### config.mk
export PLATFORM = sky130hd
export DESIGN_NAME = clk_div_multi
export DESIGN_NICKNAME = d
export VERILOG_FILES = /design/src/rtl/clk_div_pkg.sv /design/src/rtl/clk_div_channel.sv /design/src/rtl/clk_div_multi.sv
export SDC_FILE = /design/constraint.sdc
export NUM_CORES = 1
export LEC_CHECK = 0
export ABC_AREA = 1
export CELL_PAD_IN_SITES_DETAIL_PLACEMENT = 1
export CELL_PAD_IN_SITES_GLOBAL_PLACEMENT = 1
export CORE_ASPECT_RATIO = 0.5
export CORE_UTILIZATION = 35
export CTS_CLUSTER_DIAMETER = 50
export CTS_CLUSTER_SIZE = 16
export DETAILED_ROUTE_END_ITERATION = 7
export PLACE_DENSITY_LB_ADDON = 0.1
export REMOVE_ABC_BUFFERS = 1
export SYNTH_ARGS = -nofsm -noshare
export SYNTH_HDL_FRONTEND = slang
export SYNTH_SLANG_ARGS = --single-unit
### constraint.sdc
create_clock -name i_clk -period 10.9 [get_ports i_clk]
set_input_delay 1.09 -clock i_clk [delete_from_list [all_inputs] [get_ports i_clk]]
set_output_delay 1.09 -clock i_clk [all_outputs]
set_load 0.03 [all_outputs]
### src/rtl/clk_div_pkg.sv
// Shared defaults and helpers for the multi-channel clock divider.
package clk_div_pkg;

    localparam int CNT_W_DEF       = 26;
    localparam int DEFAULT_DIV_DEF = 500;

    // Width of a channel-select field; at least one bit even for a single channel.
    function automatic int ch_idx_w(input int n);
        return (n > 1) ? $clog2(n) : 1;
    endfunction

endpackage

### src/rtl/clk_div_channel.sv
// One divider channel: up-counter, active/pending half-period, toggle and tick.
module clk_div_channel #(
    parameter int CNT_W       = 26,
    parameter int DEFAULT_DIV = 500
) (
    input  logic             i_clk,
    input  logic             i_rst,
    input  logic             i_en,
    input  logic             i_sync,
    input  logic             i_wr,
    input  logic [CNT_W-1:0] i_val,
    output logic             o_clk_out,
    output logic             o_tick,
    output logic             o_div_pending
);

    logic [CNT_W-1:0] r_count;
    logic [CNT_W-1:0] r_active_hp;
    logic [CNT_W-1:0] r_pending_hp;
    logic             r_pending_valid;
    logic             r_clk_out;
    logic             r_tick;
    logic             w_frozen;
    logic             w_wrap;

    // A zero half-period parks the channel; a wrap is the last count of a half-period.
    always_comb begin
        w_frozen = (r_active_hp == '0);
        w_wrap   = (r_count == (r_active_hp - CNT_W'(1)));
    end

    // Counter, toggle, tick and divisor staging; sync beats disable beats counting.
    always_ff @(posedge i_clk or posedge i_rst) begin
        if (i_rst) begin
            r_count         <= '0;
            r_active_hp     <= CNT_W'(DEFAULT_DIV);
            r_pending_hp    <= '0;
            r_pending_valid <= 1'b0;
            r_clk_out       <= 1'b0;
            r_tick          <= 1'b0;
        end else if (i_sync) begin
            r_count         <= '0;
            r_clk_out       <= 1'b0;
            r_tick          <= 1'b0;
            r_pending_valid <= 1'b0;
            if (i_wr) begin
                r_active_hp <= i_val;
            end else if (r_pending_valid) begin
                r_active_hp <= r_pending_hp;
            end
        end else if (!i_en || w_frozen) begin
            // Disabled channels are forced low; frozen channels hold their phase.
            if (!i_en) begin
                r_count   <= '0;
                r_clk_out <= 1'b0;
            end
            r_tick <= 1'b0;
            if (i_wr) begin
                r_active_hp     <= i_val;
                r_pending_valid <= 1'b0;
            end
        end else if (w_wrap) begin
            r_count         <= '0;
            r_clk_out       <= ~r_clk_out;
            r_tick          <= 1'b1;
            r_pending_valid <= 1'b0;
            // A write landing on the wrap cycle goes straight in, skipping staging.
            if (i_wr) begin
                r_active_hp <= i_val;
            end else if (r_pending_valid) begin
                r_active_hp <= r_pending_hp;
            end
        end else begin
            r_count <= r_count + CNT_W'(1);
            r_tick  <= 1'b0;
            if (i_wr) begin
                r_pending_hp    <= i_val;
                r_pending_valid <= 1'b1;
            end
        end
    end

    assign o_clk_out     = r_clk_out;
    assign o_tick        = r_tick;
    assign o_div_pending = r_pending_valid;

endmodule

### src/rtl/clk_div_multi.sv
// Multi-channel programmable clock divider: write decode plus NUM_CH channels.
module clk_div_multi
    import clk_div_pkg::*;
#(
    parameter int CNT_W       = CNT_W_DEF,
    parameter int NUM_CH      = 2,
    parameter int DEFAULT_DIV = DEFAULT_DIV_DEF
) (
    input  logic                          i_clk,
    input  logic                          i_rst,
    input  logic [NUM_CH-1:0]             i_en,
    input  logic                          i_sync,
    input  logic                          i_div_wr,
    input  logic [ch_idx_w(NUM_CH)-1:0]   i_div_ch,
    input  logic [CNT_W-1:0]              i_div_val,
    output logic [NUM_CH-1:0]             o_clk_out,
    output logic [NUM_CH-1:0]             o_tick,
    output logic [NUM_CH-1:0]             o_div_pending
);

    localparam int CH_W = ch_idx_w(NUM_CH);

    logic [NUM_CH-1:0] w_wr;

    // One-hot write decode; channel indices at or beyond NUM_CH select nothing.
    always_comb begin
        w_wr = '0;
        for (int i = 0; i < NUM_CH; i++) begin
            w_wr[i] = i_div_wr && (i_div_ch == CH_W'(i));
        end
    end

    for (genvar g = 0; g < NUM_CH; g++) begin : g_ch
        clk_div_channel #(
            .CNT_W       (CNT_W),
            .DEFAULT_DIV (DEFAULT_DIV)
        ) u_ch (
            .i_clk         (i_clk),
            .i_rst         (i_rst),
            .i_en          (i_en[g]),
            .i_sync        (i_sync),
            .i_wr          (w_wr[g]),
            .i_val         (i_div_val),
            .o_clk_out     (o_clk_out[g]),
            .o_tick        (o_tick[g]),
            .o_div_pending (o_div_pending[g])
        );
    end

endmodule

==> flow_summary.yaml <==
route:
  wirelength_mm: 35.6
  vias: 10600
  number_of_nets_with_antenna_violations_after_detailed_routing: 0
  drt-wirelength-per-cell_um: 17.2
  drc: 0
  drt-vias-per-instance: 5.13
  firstDrtPassIters: 4
  drt_iter0_markers: 618
synth:
  count_of_flip_flops_with_a_built_in_enable_after_synthesis: 0
  synth_flop_cell: "sky130_fd_sc_hd__dfrtp_1"
  postSynthAreaPerCell_sq_um: 6.79
  post_synthesis_cell_type_with_the_largest_combined_area: "sky130_fd_sc_hd__dfrtp_1"
  ys_ff_latch: 162
  fraction_of_registers_with_async_set_or_reset_after_synthesis: 1.00
  synth_warnings: 0
  synth.area.top_cells: "sky130_fd_sc_hd__dfrtp_1, sky130_fd_sc_hd__nand2_1, sky130_fd_sc_hd__nand3_1"
  synth_cells: 1643
  netlist-cell-type-count: 46
  synth_top_cell_area_share: 0.337
  mappedNetlistArea_sq_um: 11200
  synth.yosys.seq_area_share: 0.365
  synth_commonest_cells: "sky130_fd_sc_hd__nand2_1, sky130_fd_sc_hd__dfrtp_1, sky130_fd_sc_hd__nor2_1, sky130_fd_sc_hd__inv_1, sky130_fd_sc_hd__nand3_1"
  synth_most_common_cell: "sky130_fd_sc_hd__nand2_1"
floorplan:
  area_of_the_placeable_core_sq_um: 30800
  initial_standard_cell_utilization_of_the_core: 0.362
  floorplan.io_pins: 39
  vertical_die_dimension_um: 128
  dieArea_sq_um: 32600
  die-width_um: 254
  std_cell_rows: 45
global_routing:
  grt_start_max_net_pins: 71
  first_global_vias: 11000
  number_of_antenna_violations_at_the_first_check_in_global_routing: 0
  grt-ovfl-total: 0
  grt_first_pass_wirelength_mm: 59.3
  globalRouteTotalUtil: 0.231
sta:
  max_clock_skew_ns: 0.0114
  rsz_0062_raised_after_global_routing: "false"
  setup_ws_ns: 6.78
  timing.slew.headroom: 0.225
  finalMaxSlewViolations: 0
  tns_ns: 0
  report.final.hold_viol_count: 0
  period_needed_ns: 4.12
  layout_worst_path_cycle_share: 0.378
  worst_pin_slew_ns: 1.16
  max_clock_freq_mhz: 243
  timing.final.setup_violations: 0
min_path:
  hold_depth: 2
  hold_wc_path_type: "reg2reg"
worst_setup_path:
  timing.critical_path.cells: "inv_1 > nand2_1 > nor2_1 > nand2_1 > o21ai_1 > nand3_1 > nand2_1 > inv_1 > nand3_1 > inv_1 > nand2_1 > nand3_2 > nand2_1 > nand2_1"
  critical-path-slowest-cell: "sky130_fd_sc_hd__nand2_1"
  worst-r2r-cell-count: 14
  worst-setup-path-type: "reg2reg"
  critical-path-max-stage-delay_ns: 0.82
  timing.critical_path.arrival_ns: 4.45
  cp_common_cell: "sky130_fd_sc_hd__nand2_1"
  critical_path_peak_fanout: 29
  timing.critical_path.from_type: "register"
  timing.critical_path.to_type: "register"
  cp.required_ns: 11.23
power:
  net-switching-power_uw: 667
  p_seq_frac: 0.416
  power_density_nw_per_um2: 149
  worst_ir_drop_vdd_uv: 111
  internal_power_mw: 1.17
  power.leakage_nw: 5.90
  share_comb_of_total_power: 0.249
  clkPwrFrac: 0.335
  switching_share: 0.363
clock_tree:
  post_cts_resized: 0
  cts_max_level: 4
  clk_transition_reported_paths_ns: 0.07
  tritoncts: "done"
  cts_hold_repair.buffers: 0
  ctsLongestPathBuffers: 2
  cts.sinks: 162
  cts.root.buffer_cell: "sky130_fd_sc_hd__clkbuf_16"
  post_cts.repair.setup_buffers: 0
  numCtsBuffers: 17
  insertion_delay_ns: 0.45
flow_run:
  max_cap_viol_count: 0
place:
  finalWeightedCongestion: 0.875
  placement.setup.worst_slack_ns: 6.79
  placed_cells: 2037
  detailedPlacementHpwl_mm: 26.1
  buffer_ports.inserted: 38
outcome:
  run_status: "finished, final reports clean"
layout:
  nNetsFinal: 1672
  area_growth_syn_to_layout_pct: 10.4
  fraction_of_final_layout_cells_with_drive_strength_greater_than_1: 0.0601
  num_antenna_cells: 0
  fin_cells: 2069
[critical path, delay by kind of cell (launching register included)]
family | cells | cell delay (ns)
and+or+nand+nor | 10 | 3.16
buffers and inverters | 3 | 0.24
AOI/OAI and AO/OA | 1 | 0.19
DFF | 1 | 0.41
[power by group through the flow]
stage,clock [mW],combinational [mW],sequential (mW)
floorplan,0,0.329,0.749
CTS,0.632,0.464,0.764
global placement,0,0.443,0.774
detailed placement,0,0.460,0.774
finish,0.616,0.458,0.766
global route,0.649,0.527,0.777
[cells by family (layout without fill, tap and decap cells)]
group | Yosys count | after routing | share of synthesized area
adders and majority gates | 6 | 6 | 0.00673
xor gates and xnor gates | 83 | 83 | 0.0671
muxes | 8 | 8 | 0.00718
and+or+nand+nor | 1005 | 1005 | 0.394
buffers and inverters | 219 | 222 | 0.0844
DFF | 162 | 162 | 0.365
AOI/OAI and AO/OA | 160 | 160 | 0.0762
[stage by stage]
step	hold WS, ns	total power, mW	area, sq um	util
final	0.473	1.84	12300	0.400
after global routing	0.491	1.95	12300	0.400
after CTS	0.474	1.86	12300	0.400
after detailed placement	0.458	1.23	11700	0.381
after global placement	0.456	1.22	11700	0.381
after floorplan	0.437	1.08	10700	-
[cells in the final DEF (no fill, tap or decap), drive strengths merged, types with 8 or more instances in the layout]
cell,count
clkbuf,21
o21ai,76
clkdlybuf4s50,38
dfrtp,150
inv,143
a21oi,75
dfstp,12
nor2,160
nand3b,9
buf,10
nor3,20
nand4,82
nand3,138
mux2i,8
nand2,585
xnor2,26
xor2,56
[area by class of cell]
class / instances / area (sq um)
Sequential cell: 162 / 4070
Clock inverter: 11 / 103
Timing Repair Buffer: 48 / 455
Inverter: 142 / 538
Fill cell: 3953 / 18500
Tap cell: 423 / 529
Clock buffer: 21 / 470
Multi-Input combinational cell: 1262 / 6150
[metal layers]
| layer | GRT usage | routed length, um | up-vias |
|---|---|---|---|
| li1 | - | - | 5269 |
| met3 | 0.0305 | 552 | 33 |
| met1 | 0.327 | 18500 | 5233 |
| met4 | 0.0560 | 501 | 0 |
| met2 | 0.372 | 16100 | 77 |
| met5 | 0 | 0 | - |
[flip-flops by register name (all words and copies together), names as in the netlist]
| signal | count |
|---|---|
| g_ch.u_ch.o_clk_out | 2 |
| g_ch.u_ch.r_active_hp | 52 |
| g_ch.u_ch.r_pending_hp | 52 |
| g_ch.u_ch.o_tick | 2 |
| g_ch.u_ch.o_div_pending | 2 |
| g_ch.u_ch.r_count | 52 |
[worst paths after layout]
| path | from | to | slack [ns] |
|---|---|---|---|
| worst min-delay path | g_ch[1].u_ch.r_pending_hp[20]$_DFFE_PP0P_ | g_ch[1].u_ch.r_pending_hp[20]$_DFFE_PP0P_ | 0.47 |
| min in group asynchronous | i_rst | g_ch[1].u_ch.r_count[0]$_DFFE_PP0P_ | 1.08 |
| worst min register to register | g_ch[1].u_ch.r_pending_hp[20]$_DFFE_PP0P_ | g_ch[1].u_ch.r_pending_hp[20]$_DFFE_PP0P_ | 0.47 |
| max in group asynchronous | i_rst | g_ch[0].u_ch.r_active_hp[12]$_DFFE_PP0P_ | 7.93 |
| worst max-delay path | g_ch[0].u_ch.r_active_hp[0]$_DFFE_PP0P_ | g_ch[0].u_ch.r_pending_hp[17]$_DFFE_PP0P_ | 6.78 |
| worst max register to register | g_ch[0].u_ch.r_active_hp[0]$_DFFE_PP0P_ | g_ch[0].u_ch.r_pending_hp[17]$_DFFE_PP0P_ | 6.78 |
Note: power is estimated with default switching activity, not from simulation.
